`config.mk`:
```
export PLATFORM = sky130hd
export DESIGN_NAME = updown_mod_counter
export DESIGN_NICKNAME = d
export VERILOG_FILES = /design/src/rtl/counter_pkg.sv /design/src/rtl/updown_next.sv /design/src/rtl/updown_mod_counter.sv
export SDC_FILE = /design/constraint.sdc
export NUM_CORES = 1
export LEC_CHECK = 0
export BUFFER_PORTS_ARGS = -buffer_cell sky130_fd_sc_hd__buf_2
export CAP_MARGIN = 10
export CORE_AREA = 5 5 42 44
export CTS_CLUSTER_SIZE = 12
export DETAILED_ROUTE_END_ITERATION = 7
export DIE_AREA = 0 0 47 49
export GPL_ROUTABILITY_DRIVEN = 1
export PLACE_DENSITY = 0.6
export SLEW_MARGIN = 20
export SYNTH_ARGS = -nofsm -noshare
export SYNTH_HDL_FRONTEND = slang
export SYNTH_HIERARCHICAL = 1
export SYNTH_SLANG_ARGS = --single-unit
```
`constraint.sdc`:
```
create_clock -name clk -period 1.66 [get_ports clk]
set_input_delay 0.332 -clock clk [delete_from_list [all_inputs] [get_ports clk]]
set_output_delay 0.332 -clock clk [all_outputs]
set_load 0.005 [all_outputs]
```
`src/rtl/counter_pkg.sv`:
```
// counter_pkg: shared definitions for the up/down modulo counter family.
//   count_dir_t       : count direction (DIR_UP=0, DIR_DOWN=1)
//   CNT_DEFAULT_WIDTH : default counter width
//   is_terminal()     : terminal-count test for a given count, direction and modulus
package counter_pkg;

  localparam int unsigned CNT_DEFAULT_WIDTH = 3;

  typedef enum logic {
    DIR_UP   = 1'b0,
    DIR_DOWN = 1'b1
  } count_dir_t;

  // True at the last value reachable in the current direction.
  function automatic logic is_terminal(input int unsigned q,
                                       input count_dir_t  dir,
                                       input int unsigned modulus);
    logic r_term;
    r_term = 1'b0;
    if (dir == DIR_UP) r_term = (q == modulus - 1);
    else               r_term = (q == 0);
    return r_term;
  endfunction

endpackage

```
`src/rtl/updown_next.sv`:
```
// updown_next: combinational next-count generator for updown_mod_counter.
//   i_q         : current count
//   i_dir       : count direction
//   i_en        : count enable; when low the count is passed through unchanged
//   o_next      : next count
//   o_wrap_step : the step runs past the end of the range
// Configuration: UPDOWN_SATURATE_EN defined -> saturate at the range ends
// instead of wrapping.
module updown_next
  import counter_pkg::*;
#(
  parameter int unsigned WIDTH   = CNT_DEFAULT_WIDTH,
  parameter int unsigned MODULUS = 8
) (
  input  logic [WIDTH-1:0] i_q,
  input  count_dir_t       i_dir,
  input  logic             i_en,
  output logic [WIDTH-1:0] o_next,
  output logic             o_wrap_step
);

  // One extra bit so MODULUS = 2**WIDTH wraps without truncation.
  localparam logic [WIDTH:0]   LAST   = (WIDTH+1)'(MODULUS - 1);
  localparam logic [WIDTH-1:0] LAST_W = LAST[WIDTH-1:0];

  logic [WIDTH:0] w_q_ext;
  logic [WIDTH:0] w_inc;
  logic [WIDTH:0] w_dec;

  assign w_q_ext = {1'b0, i_q};
  assign w_inc   = w_q_ext + (WIDTH+1)'(1);
  assign w_dec   = w_q_ext - (WIDTH+1)'(1);

  always_comb begin
    o_next      = i_q;
    o_wrap_step = 1'b0;
    if (i_en) begin
      if (i_dir == DIR_UP) begin
        if (w_inc > LAST) begin
          o_wrap_step = 1'b1;
`ifdef UPDOWN_SATURATE_EN
          o_next      = LAST_W;
`else
          o_next      = '0;
`endif
        end else begin
          o_next = w_inc[WIDTH-1:0];
        end
      end else begin
        // Borrow into the extra bit means the count was 0.
        if (w_dec[WIDTH]) begin
          o_wrap_step = 1'b1;
`ifdef UPDOWN_SATURATE_EN
          o_next      = '0;
`else
          o_next      = LAST_W;
`endif
        end else begin
          o_next = w_dec[WIDTH-1:0];
        end
      end
    end
  end

endmodule

```
`src/rtl/updown_mod_counter.sv`:
```
// updown_mod_counter: up/down counter with programmable modulus, parallel load,
// count enable, terminal count, wrap pulse and sticky overflow.
//   clk     : clock (rising edge)
//   reset   : asynchronous active-high reset
//   en      : count enable
//   m       : direction, 0 = up, 1 = down
//   load    : synchronous load of din (clamped to MODULUS-1)
//   din     : load value
//   clr_ovf : clear sticky overflow (a same-edge set wins)
//   q       : current count
//   tc      : terminal count, combinational from q and m
//   wrap    : one-cycle pulse after a wrap step
//   ovf     : sticky overflow
// Configuration: UPDOWN_SATURATE_EN defined -> saturate instead of wrap.
module updown_mod_counter
  import counter_pkg::*;
#(
  parameter int unsigned WIDTH   = CNT_DEFAULT_WIDTH,
  parameter int unsigned MODULUS = 8
) (
  input  logic             clk,
  input  logic             reset,
  input  logic             en,
  input  logic             m,
  input  logic             load,
  input  logic [WIDTH-1:0] din,
  input  logic             clr_ovf,
  output logic [WIDTH-1:0] q,
  output logic             tc,
  output logic             wrap,
  output logic             ovf
);

  if (WIDTH < 1 || WIDTH > 31) begin : g_bad_width
    $error("updown_mod_counter: WIDTH must be in 1..31");
  end
  if (MODULUS < 2 || MODULUS > (32'd1 << WIDTH)) begin : g_bad_modulus
    $error("updown_mod_counter: MODULUS must be in 2..2**WIDTH");
  end

  localparam logic [WIDTH:0]   MOD_EXT = (WIDTH+1)'(MODULUS);
  localparam logic [WIDTH-1:0] LAST_W  = WIDTH'(MODULUS - 1);

  logic [WIDTH-1:0] r_q;
  logic             r_wrap;
  logic             r_ovf;

  count_dir_t       w_dir;
  logic [WIDTH-1:0] w_next;
  logic             w_wrap_step;
  logic             w_clamp;
  logic             w_wrap_set;
  logic             w_ovf_set;

  assign w_dir = count_dir_t'(m);

  updown_next #(
    .WIDTH   (WIDTH),
    .MODULUS (MODULUS)
  ) u_next (
    .i_q         (r_q),
    .i_dir       (w_dir),
    .i_en        (en),
    .o_next      (w_next),
    .o_wrap_step (w_wrap_step)
  );

  // Load outranks counting, so a wrap step during load is discarded.
  assign w_clamp    = load && ({1'b0, din} >= MOD_EXT);
  assign w_wrap_set = !load && w_wrap_step;
  assign w_ovf_set  = w_clamp || w_wrap_set;

  always_ff @(posedge clk or posedge reset) begin
    if (reset) begin
      r_q    <= '0;
      r_wrap <= 1'b0;
      r_ovf  <= 1'b0;
    end else begin
      r_wrap <= w_wrap_set;
      r_ovf  <= w_ovf_set || (r_ovf && !clr_ovf);
      if (load) r_q <= w_clamp ? LAST_W : din;
      else      r_q <= w_next;
    end
  end

  assign q    = r_q;
  assign wrap = r_wrap;
  assign ovf  = r_ovf;
  assign tc   = is_terminal(32'(r_q), w_dir, MODULUS);

endmodule

```
==> qor.csv, run 1 <==
metric;value;unit
status;complete, no violations;
Sink Count;5;
GRT overflow;0;
fin crit share;99.6;%
Clock Path Buffers;2;
R2R cell count;7;
maximum clock rate;0.605;GHz
register bit count reported by yosys;5;
WL met1;389;µm
largest net degree at the start of global routing;9;
delay-heaviest family, CP;simple AND/OR/NAND/NOR gates;
CP max stage delay;0.50;ns
Area growth syn-to-layout;46.2;%
worst slew pin tran;0.257;ns
Synth Area in XOR/XNOR;5.02;%
die height;49;µm
P_leak;0.276;nW
PwrDens;895;mW/mm²
vias in the first global route;354;
first-pass GRT wire length;1410;µm
Core ar.;0.00140;mm²
Hold Fails Final Rpt;0;
DR vias;338;
Synth Area in Adders;7.17;%
area share of and/or/nand/nor cells after synthesis;22.2;%
Clock Pin Slew Worst Setup and Hold Paths;0.04;ns
Worst setup EP type;output pin;
Post-Syn Instances;37;
placed cell count;68;
crit path time final;1.65;ns
First-pass DRT Iterations;3;
die area;0.00230;mm²
worst path bufs/invs;1;
critical path class;register to output pin;
leading cell type in the layout, fill and taps excluded;buf_2;
clock root cell;clkbuf_4;
HPWL Detailed;592;µm
critical path depth in cells;3;
Net Count, Synth;48;
Final nets;72;
Ys Warns;6;
io pins;15;
Initial DRC Count;7;
commonest cells after routing, fill and taps aside;buf_2 (14), inv_1 (5), buf_4 (5), dfrtp_1 (4);
sequential share of the synthesized area;35.8;%
fillers;157;
CP required;1.33;ns
Reg-to-Reg Start;q[0];
Total GRT Usage;8.42;%
Final setup viols;0;
Inserted Clock Buffers;3;
PortBufs;14;
met2 WL;338;µm
die width;47;µm
setup ws final;0.00724;ns
compound-cell area share of the yosys netlist;13.6;%
RSZ-0062 raised after global routing;yes;
combinational family with the most area after synthesis;simple AND/OR/NAND/NOR gates;
final cell count without fillers;76;
mux cell area share after synthesis;9.68;%
routability cong.;0.648;
DRT Wirelength;812;µm
vias per inst;4.45;
Antenna Cells;0;
max-slew violations;0;
Critical Path Source;q[0];
floorplan row count;14;
hold depth;2;
clock skew;0.00134;ns
TritonCTS clock tree;yes;
Worst-Skew Late Latency;0.24;ns
CP Max Fanout;4;
routed len/inst;10.7;µm
H-tree levels;1;
Distinct cells, synth;20;
HP Start;din[0];
Post-Syn Area per Cell;9.43;µm²
Initial Utilization;24.9;%
maximum VDD drop;0.402;mV
initial antenna violation count;0;
DRC viols;0;
ratio of cells with drive above 1 in the final layout;43.3;%
crit-path cells;or4b_1 -> nand2_1 -> buf_2;
Hold Path Class;input port to register;
met3 WL;83;µm
post-synthesis cell area;349;µm²
CP Data Arrival Time;1.32;ns
pre-CTS setup slack;0.0376;ns
Post-DRT Antenna Nets;0;
max cap viols;0;
max layer used;met3;
CP max-delay cell;or4b_1;
max_slew headroom;82.7;%
CP startpoint kind;register;
==> where the power goes <==
part | total (W) | switching [W] | internal, W
registers | 0.000151 | 0.0000135 | 0.000138
clock network | 0.000140 | 0.0000489 | 0.0000908
logic | 0.000166 | 0.0000734 | 0.0000926
total | 0.000457 | 0.000136 | 0.000321
==> metrics by stage <==
stage / utilization [%] / total power (W) / setup TNS, ns / area [µm²] / hold slack [ns]
floorplan: - / 0.000241 / 0 / 349 / 0.111
global placement: 32.1 / 0.000296 / 0 / 450 / 0.234
detailed placement: 32.1 / 0.000299 / 0 / 450 / 0.242
CTS: 36.4 / 0.000466 / -0.0155 / 510 / 0.317
global route: 36.4 / 0.000495 / -0.0649 / 510 / 0.317
finish: 36.4 / 0.000457 / 0 / 510 / 0.326
==> flip-flops by register name, indices dropped and copies added, names as in the netlist <==
name and count:
ovf 1, q 3, wrap 1
==> area by class of cell <==
class                   instances  area, µm²  share of cell area, %
multi-input cells              26        201                   39.5
flip-flops and latches          5        126                   24.8
repair buffers                 20        118                   23.0
clock buffers                   4       26.3                   5.15
well taps                      16       20.0                   3.92
inverters                       5       18.8                   3.68
==> final timing paths <==
check | end | slack [ns]
worst min register to register | ovf | 0.47
worst max register to register | q[2] | 0.09
min in group asynchronous | q[2] | 0.54
worst max-delay path | tc | 0.007
worst min-delay path | q[0] | 0.33
max in group asynchronous | q[0] | 0.93
==> kinds of logic after synthesis <==
group,Yosys count
buf+inv,6
compound gates,7
simple gates,12
xor+xnor,2
fa+ha+maj,2
flops,5
mux,3
==> what timing repair did <==
action,4_1_cts,5_1_grt
setup endpoints to repair,1,1
hold buffers,1,0
setup buffers,3,0
gates resized for setup,1,0
pin swaps,2,1
endpoints found under the hold margin,5,0
==> Yosys cell counts, drive strengths merged <==
cell type	count	share of area, %
dfrtp	5	36
inv	5	5.4
mux2	3	9.7
nand2	3	3.2
nand4b	3	7.5
a21oi	2	2.9
ha	2	7.2
nor2b	2	3.6
a21boi	1	2.2
a21o	1	2.2
a311oi	1	2.5
and3b	1	2.5
clkbuf	1	1.1
nand3	1	1.4
nor2	1	1.1
o21bai	1	2.2
o22ai	1	1.8
or4b	1	2.9
xnor2	1	2.5
xor2	1	2.5
==> metal layers <==
metal / track usage, % / up-vias
met3: 2.95 / 0
met5: 0 / -
met1: 11.2 / 145
met4: 5.53 / 0
li1: - / 177
met2: 11.1 / 16
Note: power is estimated with default switching activity, not from simulation.
==> run 2, diff against run 1 <==
--- a/config.mk
+++ b/config.mk
@@ -7,5 +7,5 @@
 export LEC_CHECK = 0
-export BUFFER_PORTS_ARGS = -buffer_cell sky130_fd_sc_hd__buf_2
 export CAP_MARGIN = 10
 export CORE_AREA = 5 5 42 44
+export CTS_BUF_LIST = sky130_fd_sc_hd__clkbuf_4
 export CTS_CLUSTER_SIZE = 12
@@ -13,4 +13,5 @@
 export DIE_AREA = 0 0 47 49
+export DONT_BUFFER_PORTS = 1
 export GPL_ROUTABILITY_DRIVEN = 1
-export PLACE_DENSITY = 0.6
+export PLACE_DENSITY = 0.51
 export SLEW_MARGIN = 20
==> constraint.sdc (replaced) <==
create_clock -name clk -period 1.66 [get_ports clk]
set_input_delay 0.249 -clock clk [delete_from_list [all_inputs] [get_ports clk]]
set_output_delay 0.249 -clock clk [all_outputs]
set_load 0.005 [all_outputs]
==> run 2 against run 1 <==
Net effect:
- clock power up 9%
- utilization down 3.8 points
- global-route usage down 0.57 points
- die area unchanged
- critical path type unchanged
- highest routed layer is now met4
==> qor.csv, run 2 (same netlist as run 1, synthesis figures left out) <==
metric;value;unit;change
maximum VDD drop;0.406;mV;was 0.402 mV
crit-path cells;buf_6 -> or4b_1 -> nand2_1;;was or4b_1 -> nand2_1 -> buf_2
ratio of cells with drive above 1 in the final layout;28.3;%;was 43.3%
Post-DRT Antenna Nets;0;;unchanged
vias per inst;4.85;;was 4.45
P_leak;0.225;nW;was 0.276 nW
Final nets;58;;was 72
hold depth;1;;was 2
R2R cell count;6;;was 7
CP required;1.41;ns;was 1.33 ns
Initial DRC Count;1;;was 7
DRT Wirelength;801;µm;was 812 µm
setup TNS;0;ns;unchanged
Area growth syn-to-layout;30.8;%;was 46.2%
Worst setup EP type;output pin;;unchanged
Core ar.;0.00140;mm²;unchanged
pre-CTS setup slack;0.146;ns;was 0.0376 ns
die area;0.00230;mm²;unchanged
status;complete, no violations;;unchanged
fillers;157;;unchanged
Initial Utilization;24.9;%;unchanged
Antenna Cells;0;;unchanged
first-pass GRT wire length;1310;µm;was 1410 µm
DR vias;301;;was 338
PortBufs;0;;was 14
final instance area;457;µm²;was 510 µm²
Inserted Clock Buffers;3;;unchanged
max cap viols;0;;unchanged
HP Start;load;;was din[0]
Hold Path Class;input port to register;;unchanged
initial antenna violation count;0;;unchanged
fin crit share;96.5;%;was 99.6%
floorplan row count;14;;unchanged
commonest cells after routing, fill and taps aside;inv_1 (5), dfrtp_1 (5), clkbuf_4 (4);;was buf_2 (14), inv_1 (5), buf_4 (5), dfrtp_1 (4)
max-slew violations;0;;unchanged
largest net degree at the start of global routing;9;;unchanged
die height;49;µm;unchanged
crit path time final;1.60;ns;was 1.65 ns
Hold Path End;wrap;;was q[0]
Critical Path Source;q[0];;unchanged
GRT overflow;0;;unchanged
CP max stage delay;0.50;ns;about the same
Total GRT Usage;7.85;%;was 8.42%
clock skew;0.000639;ns;was 0.00134 ns
io pins;15;;unchanged
PwrDens;995;mW/mm²;was 895 mW/mm²
HPWL Detailed;592;µm;about the same
critical path class;register to output pin;;unchanged
max_slew headroom;86.7;%;was 82.7%
vias in the first global route;319;;was 354
Sink Count;5;;unchanged
DRC viols;0;;unchanged
maximum clock rate;0.624;GHz;was 0.605 GHz
TritonCTS clock tree;yes;;unchanged
Hold Fails Final Rpt;0;;unchanged
end of the worst register-to-register path;q[2];;unchanged
setup ws final;0.0586;ns;was 0.00724 ns
clock root cell;clkbuf_4;;unchanged
Reg-to-Reg Start;q[0];;unchanged
H-tree levels;1;;unchanged
CP max-delay cell;or4b_1;;unchanged
R2R Setup Slk;0.07;ns;was 0.09 ns
First-pass DRT Iterations;2;;was 3
CP Max Fanout;5;;was 4
placed cell area;388;µm²;was 450 µm²
routed len/inst;12.9;µm;was 10.7 µm
RSZ-0062 raised after global routing;yes;;unchanged
CP Data Arrival Time;1.35;ns;was 1.32 ns
die width;47;µm;unchanged
CP startpoint kind;register;;unchanged
Clock Pin Slew Worst Setup and Hold Paths;0.04;ns;about the same
max reg flops;3;;unchanged
Worst-Skew Late Latency;0.24;ns;about the same
Final setup viols;0;;unchanged
worst slew pin tran;0.200;ns;was 0.257 ns
Clock Path Buffers;2;;unchanged
routability cong.;0.726;;was 0.648
-- run 2: layout make-up --
cell class	instances	area, µm²	share of cell area (%)
multi-input cells	26	208	45.5
flip-flops and latches	5	125	27.4
repair buffers	6	55.1	12.1
clock buffers	4	30.0	6.58
well taps	16	20.0	4.38
inverters	5	18.8	4.11
-- run 2: worst max-delay path: cells and delay by family, from the launching register on --
family | cells | cell delay, ns
buf+inv | 1 | 0.13
simple gates | 2 | 0.59
flops | 1 | 0.38
-- run 2: how the worst max path moves through the flow --
stage / to
6_report: tc
5_1_grt: tc
4_1_cts: tc
3_5_place_dp: q[2]
3_3_place_gp: q[2]
2_1_floorplan: q[2]
-- run 2: timing repair --
| item | CTS | global route |
|---|---|---|
| pin swaps | 0 | 2 |
| cloned | 0 | 0 |
| setup buffers | 2 | 0 |
| hold endpoints to repair | 5 | 0 |
| gates resized for setup | 0 | 3 |
| endpoints found under the setup margin | 1 | 2 |
| hold buffers | 1 | 0 |
-- run 2: per-stage QoR --
stage	power, W	cells	hold slack, ns	utilization, %
global route	0.000493	62	0.0719	32.6
finish	0.000455	62	0.0875	32.6
floorplan	0.000241	37	0.0275	-
global placement	0.000274	55	0.0469	27.7
CTS	0.000450	62	0.0786	31.6
detailed placement	0.000276	55	0.0476	27.7
-- run 2: layer usage --
metal / up-vias / global-route usage (%) / share of wire (%)
li1: 148 / - / -
met1: 143 / 7.35 / 38
met2: 8 / 12.9 / 55
met3: 2 / 3.32 / 5.2
met4: 0 / 5.53 / 1.9
met5: - / 0 / 0
-- run 2: power by group --
group	switching [W]	internal, W
logic	0.0000662	0.0000834
registers	0.0000146	0.000137
clock network	0.0000464	0.000107
==> run 3, diff against run 2 <==
- SETUP_SLACK_MARGIN: unset -> 0.15
==> run 3 against run 2 <==
Net effect:
- utilization is the same
- via count rose by 0.33%
- global-route usage stayed put
- highest routed layer unchanged
==> qor.csv, run 3 (same netlist as run 1, synthesis figures left out) <==
metric;value;unit;change
Final nets;58;;unchanged
initial antenna violation count;0;;unchanged
placed cell count;55;;unchanged
max cap viols;0;;unchanged
PortBufs;0;;unchanged
routability cong.;0.726;;unchanged
max reg flops;3;;unchanged
Post-DRT Antenna Nets;0;;unchanged
ratio of cells with drive above 1 in the final layout;28.3;%;unchanged
TritonCTS clock tree;yes;;unchanged
Area growth syn-to-layout;30.8;%;unchanged
critical path class;register to output pin;;unchanged
Core Util, Final;32.6;%;unchanged
Critical Path End;tc;;unchanged
Sink Count;5;;unchanged
DRT Wirelength;799;µm;was 801 µm
CP Data Arrival Time;1.35;ns;about the same
Total GRT Usage;7.85;%;unchanged
R2R cell count;6;;unchanged
die width;47;µm;unchanged
max_slew headroom;86.7;%;about the same
Antenna Cells;0;;unchanged
CP Max Fanout;5;;unchanged
routed len/inst;12.9;µm;about the same
CP required;1.41;ns;about the same
PwrDens;995;mW/mm²;about the same
Pint;0.000327;W;about the same
worst slew pin tran;0.200;ns;about the same
RSZ-0062 raised after global routing;yes;;unchanged
M1 GR Usage;6.90;%;was 7.35%
die area;0.00230;mm²;unchanged
DR vias;302;;was 301
DRC viols;0;;unchanged
Clk pwr share;33.7;%;about the same
First-pass DRT Iterations;2;;unchanged
Critical Path Source;q[0];;unchanged
Initial DRC Count;1;;unchanged
max-slew violations;0;;unchanged
commonest cells after routing, fill and taps aside;inv_1 (5), dfrtp_1 (5), clkbuf_4 (4);;unchanged
first-pass GRT wire length;1300;µm;was 1310 µm
HPWL Detailed;592;µm;unchanged
io pins;15;;unchanged
final hold slack;0.0875;ns;unchanged
Inserted Clock Buffers;3;;unchanged
met3 usage;3.32;%;unchanged
vias in the first global route;322;;was 319
Reg-to-Reg Start;q[0];;unchanged
Clock Pin Slew Worst Setup and Hold Paths;0.04;ns;about the same
floorplan row count;14;;unchanged
maximum VDD drop;0.406;mV;about the same
gr busiest metal;met2;;unchanged
Worst setup EP type;output pin;;unchanged
Final setup viols;0;;unchanged
largest net degree at the start of global routing;9;;unchanged
Worst-Skew Late Latency;0.24;ns;about the same
Hold Fails Final Rpt;0;;unchanged
clock skew;0.000639;ns;unchanged
CP startpoint kind;register;;unchanged
maximum clock rate;0.625;GHz;was 0.624 GHz
Hold Path Class;input port to register;;unchanged
vias per inst;4.87;;was 4.85
final cell count without fillers;62;;unchanged
R2R Setup Slk;0.07;ns;about the same
crit path time final;1.60;ns;about the same
GRT overflow;0;;unchanged
Initial Utilization;24.9;%;unchanged
fillers;157;;unchanged
Reg power frac;33.4;%;about the same
switch share;28.0;%;about the same
combinational share of power;32.9;%;about the same
H-tree levels;1;;unchanged
clock root cell;clkbuf_4;;unchanged
fin crit share;96.4;%;was 96.5%
die height;49;µm;unchanged
status;complete, no violations;;unchanged
Clock Path Buffers;2;;unchanged
P_leak;0.225;nW;unchanged
Core ar.;0.00140;mm²;unchanged
switching pwr;0.000127;W;about the same
GR Util met2;13.3;%;was 12.9%
end of the worst register-to-register path;q[2];;unchanged
==> run 3: per-layer routing <==
| layer | wire length [µm] | up-vias |
|---|---|---|
| met5 | 0 | - |
| met4 | 15 | 0 |
| met3 | 42 | 2 |
| met2 | 440 | 8 |
| met1 | 301 | 144 |
| li1 | - | 148 |
==> run 3: worst max-delay path: stages, from the launching register on <==
cell and delay (ns):
dfrtp_1 0.38, buf_6 0.13, or4b_1 0.50, nand2_1 0.09
==> run 3: timing repair <==
| action | 4_1_cts | 5_1_grt |
|---|---|---|
| endpoints found under the setup margin | 2 | 3 |
| hold buffers | 1 | 0 |
| setup buffers | 2 | 0 |
| resized for setup | 2 | 1 |
| pin swaps | 2 | 2 |
| endpoints found under the hold margin | 5 | 0 |
==> run 3: power by group through the flow <==
stage	combinational [W]	clock (W)	sequential, W
finish	0.000150	0.000153	0.000152
global route	0.000166	0.000172	0.000154
CTS	0.000144	0.000161	0.000151
detailed placement	0.000119	0	0.000157
global placement	0.000118	0	0.000157
floorplan	0.0000781	0	0.000163
==> run 3: layout make-up <==
cell class,instances,area [µm²],share of cell area (%)
sequential,5,125,27.4
multi-input combinational,26,208,45.5
inverter,5,18.8,4.11
tap,16,20.0,4.38
timing repair buffer,6,55.1,12.1
clock buffer,4,30.0,6.58
==> run 3: per-stage QoR <==
step           worst slack [ns]  total power, W  TNS (ns)  area [µm²]
2_1_floorplan             0.169        0.000241         0         349
3_3_place_gp              0.190        0.000274         0         388
3_5_place_dp              0.146        0.000276         0         388
4_1_cts                  0.0425        0.000456         0         450
5_1_grt                -0.00729        0.000492  -0.00729         457
6_report                 0.0590        0.000454         0         457
==> run 3: worst min-delay path by stage <==
stage	startpoint	to	slack, ns	depth (start not counted)
4_1_cts	load	wrap	0.08	1
5_1_grt	load	wrap	0.07	1
2_1_floorplan	reset	ovf	0.03	1
3_5_place_dp	reset	q[0]	0.05	1
6_report	load	wrap	0.09	1
3_3_place_gp	reset	q[0]	0.05	1
